File: config.mk
export PLATFORM = sky130hd
export DESIGN_NAME = sig_result_writer
export DESIGN_NICKNAME = d
export VERILOG_FILES = /design/src/rtl/ann_sig_pkg.sv /design/src/rtl/sig_lane_packer.sv /design/src/rtl/sig_result_writer.sv
export SDC_FILE = /design/constraint.sdc
export NUM_CORES = 1
export LEC_CHECK = 0
export ABC_AREA = 1
export CAP_MARGIN = 30
export CORE_MARGIN = 5
export CORE_UTILIZATION = 40
export DETAILED_ROUTE_END_ITERATION = 7
export GPL_TIMING_DRIVEN = 0
export PLACE_DENSITY = 0.69
export RECOVER_POWER = 100
export SYNTH_ARGS = -nofsm -noshare
export SYNTH_HDL_FRONTEND = slang
export SYNTH_SLANG_ARGS = --single-unit
File: constraint.sdc
create_clock -name CLK -period 2.55 [get_ports CLK]
set_input_delay 0.51 -clock CLK [delete_from_list [all_inputs] [get_ports CLK]]
set_output_delay 0.51 -clock CLK [all_outputs]
set_load 0.02 [all_outputs]
File: src/rtl/ann_sig_pkg.sv
`default_nettype none
// ============================================================================
//  Module      : ann_sig_pkg
//  Description : Shared constants for the sigmoid drain path: destination
//                select codes, activation width, layer-RAM address width and
//                the result-writer state encoding.
//  Revision    : 1.0 - initial release
// ============================================================================
package ann_sig_pkg;

    // Activation width produced by the sigmoid unit
    localparam int DATA_WIDTH  = 8;

    // Word-address width of the neuron-value (layer) RAM
    localparam int SIG_RAM_ADR = 10;

    // Destination select codes: hidden layer vs. output layer
    localparam logic [2:0] IM_DSTSEL_SIG1 = 3'd1;
    localparam logic [2:0] IM_DSTSEL_SIG2 = 3'd2;

    // Result-writer state encoding
    localparam logic [1:0] c_st_idle    = 2'd0;
    localparam logic [1:0] c_st_collect = 2'd1;
    localparam logic [1:0] c_st_write   = 2'd2;
    localparam logic [1:0] c_st_done    = 2'd3;

endpackage : ann_sig_pkg
`default_nettype wire

File: src/rtl/sig_lane_packer.sv
`default_nettype none
// ============================================================================
//  Module      : sig_lane_packer
//  Description : Collects activations into PACK_N byte lanes of one memory
//                word. Tracks how many lanes hold data and derives the lane
//                byte-enables from that fill level. Unfilled lanes read 0.
//  Revision    : 1.0 - initial release
// ============================================================================
module sig_lane_packer #(
    parameter int DATA_WIDTH = 8,
    parameter int PACK_N     = 4,
    parameter int FILL_W     = $clog2(PACK_N + 1)
) (
    input  logic                         clk,
    input  logic                         rst,
    input  logic                         i_capture,
    input  logic                         i_clear,
    input  logic [DATA_WIDTH-1:0]        i_din,
    output logic [DATA_WIDTH*PACK_N-1:0] o_data,
    output logic [PACK_N-1:0]            o_be,
    output logic                         o_full
);

    // Number of lanes filled so far; doubles as the next lane index
    logic [FILL_W-1:0] r_fill;

    // Fill level advances on each capture and returns to lane 0 on clear
    always_ff @(posedge clk or posedge rst) begin
        if (rst) begin
            r_fill <= '0;
        end else if (i_clear) begin
            r_fill <= '0;
        end else if (i_capture) begin
            r_fill <= r_fill + FILL_W'(1);
        end
    end

    for (genvar k = 0; k < PACK_N; k++) begin : g_lane
        logic [DATA_WIDTH-1:0] r_lane;

        // Each lane loads only when it is the current fill position
        always_ff @(posedge clk or posedge rst) begin
            if (rst) begin
                r_lane <= '0;
            end else if (i_clear) begin
                r_lane <= '0;
            end else if (i_capture && (r_fill == FILL_W'(k))) begin
                r_lane <= i_din;
            end
        end

        assign o_data[k*DATA_WIDTH +: DATA_WIDTH] = r_lane;
        assign o_be[k]                            = (r_fill > FILL_W'(k));
    end

    assign o_full = (r_fill == FILL_W'(PACK_N));

endmodule : sig_lane_packer
`default_nettype wire

File: src/rtl/sig_result_writer.sv
`default_nettype none
// ============================================================================
//  Module      : sig_result_writer
//  Description : Drain side of the sigmoid unit. Accepts activations over the
//                dout/dout_valid/dout_ack handshake, packs PACK_N of them per
//                word and writes the words to layer RAM from a programmed
//                base address. Output-layer activations are also copied to
//                the result port.
//  Options     : SIG_RESULT_WRITER_STALL_CNT_EN - adds stall_cnt output that
//                counts cycles the RAM holds off a pending write.
//  Revision    : 1.0 - initial release
// ============================================================================
module sig_result_writer #(
    parameter int DATA_WIDTH = ann_sig_pkg::DATA_WIDTH,
    parameter int PACK_N     = 4,
    parameter int ADR_W      = ann_sig_pkg::SIG_RAM_ADR,
    parameter int CNT_W      = 12
) (
    input  logic                         CLK,
    input  logic                         RST,
    input  logic                         start,
    input  logic [ADR_W-1:0]             base_adr,
    input  logic [CNT_W-1:0]             count,
    input  logic [2:0]                   mode,
    input  logic [DATA_WIDTH-1:0]        dout,
    input  logic                         dout_valid,
    output logic                         dout_ack,
    output logic                         wr_en,
    input  logic                         wr_ready,
    output logic [ADR_W-1:0]             wr_adr,
    output logic [DATA_WIDTH*PACK_N-1:0] wr_data,
    output logic [PACK_N-1:0]            wr_be,
    output logic [DATA_WIDTH-1:0]        res_data,
    output logic                         res_valid,
    output logic                         busy,
`ifdef SIG_RESULT_WRITER_STALL_CNT_EN
    output logic [15:0]                  stall_cnt,
`endif
    output logic                         done
);

    import ann_sig_pkg::*;

    logic [1:0]            r_state;
    logic [1:0]            w_state_nxt;
    logic                  r_ack;
    logic                  r_res_valid;
    logic                  r_zero_done;
    logic [DATA_WIDTH-1:0] r_res_data;
    logic [ADR_W-1:0]      r_adr;
    logic [CNT_W-1:0]      r_remaining;
    logic [2:0]            r_mode;

    logic                  w_start_idle;
    logic                  w_start_go;
    logic                  w_capture;
    logic                  w_accept;
    logic                  w_full;
    logic                  w_wr_en;
    logic                  w_busy;

    // A start only counts in IDLE; a zero count never leaves IDLE
    assign w_start_idle = (r_state == c_st_idle) && start;
    assign w_start_go   = w_start_idle && (count != '0);

    // The ack cycle never samples dout_valid, so the producer can advance
    assign w_capture = (r_state == c_st_collect) && dout_valid && !r_ack;
    assign w_accept  = (r_state == c_st_write) && wr_ready;

    sig_lane_packer #(
        .DATA_WIDTH (DATA_WIDTH),
        .PACK_N     (PACK_N)
    ) u_packer (
        .clk       (CLK),
        .rst       (RST),
        .i_capture (w_capture),
        .i_clear   (w_accept),
        .i_din     (dout),
        .o_data    (wr_data),
        .o_be      (wr_be),
        .o_full    (w_full)
    );

    // State register
    always_ff @(posedge CLK or posedge RST) begin
        if (RST) begin
            r_state <= c_st_idle;
        end else begin
            r_state <= w_state_nxt;
        end
    end

    // Next-state and state-decoded outputs; the word goes out in the cycle
    // after its last ack so the ack/capture pair is fully retired first
    always_comb begin
        w_state_nxt = r_state;
        w_wr_en     = 1'b0;
        w_busy      = 1'b1;
        case (r_state)
            c_st_idle: begin
                w_busy = 1'b0;
                if (w_start_go) begin
                    w_state_nxt = c_st_collect;
                end
            end
            c_st_collect: begin
                if (r_ack && (w_full || (r_remaining == '0))) begin
                    w_state_nxt = c_st_write;
                end
            end
            c_st_write: begin
                w_wr_en = 1'b1;
                if (wr_ready) begin
                    w_state_nxt = (r_remaining != '0) ? c_st_collect : c_st_done;
                end
            end
            c_st_done: begin
                w_state_nxt = c_st_idle;
            end
            default: begin
                w_state_nxt = c_st_idle;
            end
        endcase
    end

    // Layer parameters, address/remaining counters and handshake pulses
    always_ff @(posedge CLK or posedge RST) begin
        if (RST) begin
            r_ack       <= 1'b0;
            r_res_valid <= 1'b0;
            r_res_data  <= '0;
            r_zero_done <= 1'b0;
            r_adr       <= '0;
            r_remaining <= '0;
            r_mode      <= IM_DSTSEL_SIG1;
        end else begin
            r_ack       <= w_capture;
            r_res_valid <= w_capture && (r_mode == IM_DSTSEL_SIG2);
            r_zero_done <= w_start_idle && (count == '0);
            if (w_capture && (r_mode == IM_DSTSEL_SIG2)) begin
                r_res_data <= dout;
            end
            if (w_start_go) begin
                r_adr       <= base_adr;
                r_remaining <= count;
                // Anything other than the output-layer code behaves as hidden
                r_mode      <= (mode == IM_DSTSEL_SIG2) ? IM_DSTSEL_SIG2 : IM_DSTSEL_SIG1;
            end else begin
                if (w_capture) begin
                    r_remaining <= r_remaining - CNT_W'(1);
                end
                if (w_accept) begin
                    r_adr <= r_adr + ADR_W'(1);
                end
            end
        end
    end

`ifdef SIG_RESULT_WRITER_STALL_CNT_EN
    logic [15:0] r_stall_cnt;

    // Saturating count of cycles a pending write is held off by the RAM
    always_ff @(posedge CLK or posedge RST) begin
        if (RST) begin
            r_stall_cnt <= '0;
        end else if (w_start_idle) begin
            r_stall_cnt <= '0;
        end else if (w_wr_en && !wr_ready && (r_stall_cnt != 16'hFFFF)) begin
            r_stall_cnt <= r_stall_cnt + 16'd1;
        end
    end

    assign stall_cnt = r_stall_cnt;
`endif

    assign dout_ack  = r_ack;
    assign res_valid = r_res_valid;
    assign res_data  = r_res_data;
    assign wr_en     = w_wr_en;
    assign wr_adr    = r_adr;
    assign busy      = w_busy;
    assign done      = (r_state == c_st_done) || r_zero_done;

endmodule : sig_result_writer
`default_nettype wire

==> impl_metrics.json <==
{
  "synth_edf_count": 0,
  "vias": 3182,
  "power_mw": 6.10,
  "via_per_inst": 4.94,
  "grt_pass1_wl_um": 15100,
  "grt_pass1_vias": 3189,
  "clockBufferDepth": 2,
  "synth_top_family_by_area": "simple AND/OR/NAND/NOR gates",
  "cp-end-kind": "output pin",
  "antenna_found_initial": 0,
  "placed_cell_area_mm2": 0.00459,
  "synth_largest_area_cell": "dfrtp_1",
  "ys_ff_latch": 72,
  "r2r-start": "r_state[1]",
  "total_leakage_power_nw": 2.18,
  "clk_latency_ps": 340,
  "synthTopCellsByArea": "dfrtp_1, nand2_1, nor2_1",
  "first_iter_violations": 150,
  "fin_crit_ps": 2420,
  "startpoint": "u_packer.r_fill[1]",
  "fin_area_mm2": 0.00474,
  "die_area_mm2": 0.0107,
  "crit_fanout": 4,
  "netlist_area_mm2": 0.00349,
  "synth.area.mux_share_pct": 0,
  "post-route-period-util_pct": 95.0,
  "whs_ps": 483,
  "hold_class": "reg2reg",
  "timing.final.ws_setup_ps": 128,
  "core_mm2": 0.00859,
  "totalNegativeSetupSlack_ps": 0,
  "grt-ovfl-total": 0,
  "worst_slew_pin_slew_ps": 1470,
  "layoutNonFillerInstCount": 644,
  "synth-xor-area-share_pct": 1.76,
  "final_common_cell": "nand2_1",
  "dp_cells": 628,
  "slew_violations": 0,
  "cp_num_buf_inv": 3,
  "crit_path_end": "wr_be[1]",
  "ant_nets": 0,
  "final_cell_mix": "nand2_1, dfrtp_1, nor2_1",
  "cp-start-kind": "flip-flop",
  "path_common_cell": "inv_1",
  "routed_wl_um": 9390,
  "violations": "max-capacitance violations",
  "num_rows": 34,
  "yosys_warnings": 0,
  "port_buffers": 96,
  "area_delta_synth_final_pct": 35.8,
  "rsz0062_at_grt": "no",
  "synth.top_cell.area_share_pct": 50.9,
  "r2r-end": "u_packer.g_lane[1].r_lane[7]",
  "max_clock_freq_mhz": 413,
  "syn_avg_cell_area_um2": 8.23,
  "dieHeight_um": 103,
  "worst_r2r_path_depth": 9,
  "slowest_stage": "clkdlybuf4s50_1",
  "slowest_delay_ps": 640,
  "pwr_density_cell_mw_per_mm2": 1290,
  "yosysSeqAreaShare_pct": 51.7,
  "outcome": "complete, but fails checks",
  "initial_utilization_pct": 40.6,
  "synthArstFlopShare_pct": 100,
  "drive_gt1_share_pct": 5.60,
  "cts_setup_buffers": 0,
  "post_drt_wl_per_cell_um": 14.6,
  "path_depth": 6,
  "place_ws_ps": 339,
  "finalNetCount": 577,
  "hp-start": "res_data[0]",
  "cts_max_level": 3,
  "cp.required_ps": 2040,
  "synth-main-ff-cell": "dfrtp_1",
  "utilization_pct": 55.2,
  "path_delay_family": "buffers and inverters",
  "finalHoldViolations": 0,
  "grt_max_degree": 73,
  "ys_types": 33,
  "cts-root-buf": "clkbuf_8",
  "cts_sinks": 72,
  "synth_simple_gate_area_share_pct": 27.6,
  "maxCapViolations": 1,
  "hpwl_um": 6980,
  "vdd_drop_max_v": 0.000507,
  "synth_fp_nets": 470,
  "synth_compound_gate_area_share_pct": 9.57,
  "crit_arrival_ps": 1910,
  "synthAdderAreaFrac_pct": 2.87,
  "die_x_um": 103,
  "antenna_cells": 0,
  "setup_violations": 0,
  "maxSlewHeadroom_pct": 1.61,
  "critPathKind": "reg2out",
  "clock_skew_ps": 10.1,
  "cts_buffers": 9,
  "cts_tree": "done",
  "path_cells": "inv_1 -> ha_1 -> inv_1 -> nor2_1 -> a21oi_1 -> clkdlybuf4s50_1",
  "grt_use_total_pct": 18.2,
  "gp_congestion": 0.893,
  "clk_pin_slew_worst_paths_ps": 80,
  "drc_errors": 0,
  "boundaryPins": 97,
  "netlist_instances": 424,
  "drt-pass1-iter-count": 4,
  "r2r_slack_ps": 440
}
[cell type report]
type | count | area, um^2
Buffer | 12 | 63.8
Clock buffer | 10 | 128
Tap cell | 108 | 135
Inverter | 39 | 146
Fill cell | 794 | 3850
Clock inverter | 6 | 67.6
Sequential cell | 72 | 1800
Timing Repair Buffer | 96 | 960
Multi-Input combinational cell | 301 | 1440
[worst min-delay path, stage by stage, from the launching register on]
cell and delay [ps]:
dfrtp_1 350, nand2_1 50, nand2_1 50
[how the worst min path moves through the flow]
stage               slack [ps]  depth (start not counted)             end
finish                     480                          2     res_data[0]
global route               520                          2     res_data[1]
CTS                        490                          2     res_data[0]
detailed placement         470                          2     res_data[0]
global placement           460                          2     res_data[5]
floorplan                  480                          2  r_remaining[9]
[cells in the mapped netlist, types with 4 or more instances]
library cell	instances
a21oi_1	34
buf_2	5
dfrtp_1	71
ha_1	8
inv_1	35
nand2_1	106
nand3_1	40
nand4_1	6
nor2_1	63
o21ai_0	14
xor2_1	4
[where the power goes]
group | leakage (nW) | internal, mW | total, mW | switching (mW)
combinational | 1.24 | 1.25 | 3.11 | 1.86
clock | 0.0929 | 0.456 | 0.905 | 0.449
sequential | 0.846 | 1.69 | 2.09 | 0.395
[cells by family after synthesis]
group,after synthesis
flip-flops,72
buffers and inverters,51
AO/OA/AOI/OAI,60
AND/OR/NAND/NOR,226
XOR/XNOR,7
adder cells (fa/ha/maj),8
[registers in the layout, indices dropped and copies added, names as in the netlist]
register	cells
r_remaining	12
r_state	2
u_packer.g_lane.r_lane	32
res_valid	1
dout_ack	1
r_mode	2
r_zero_done	1
res_data	8
u_packer.r_fill	3
wr_adr	10
[per-layer routing]
| layer | global-route usage [%] | wire [um] | part of all wire (%) |
|---|---|---|---|
| met1 | 24.2 | 4240 | 45 |
| met2 | 29.0 | 4510 | 48 |
| met3 | 3.35 | 473 | 5.0 |
| met4 | 8.27 | 160 | 1.7 |
| met5 | 0 | 0 | 0 |
[what timing repair did]
action,4_1_cts,5_1_grt
hold buffers,0,0
gates resized for setup,1,0
endpoints found under the setup margin,1,0
(Power assumes the default switching activity.)
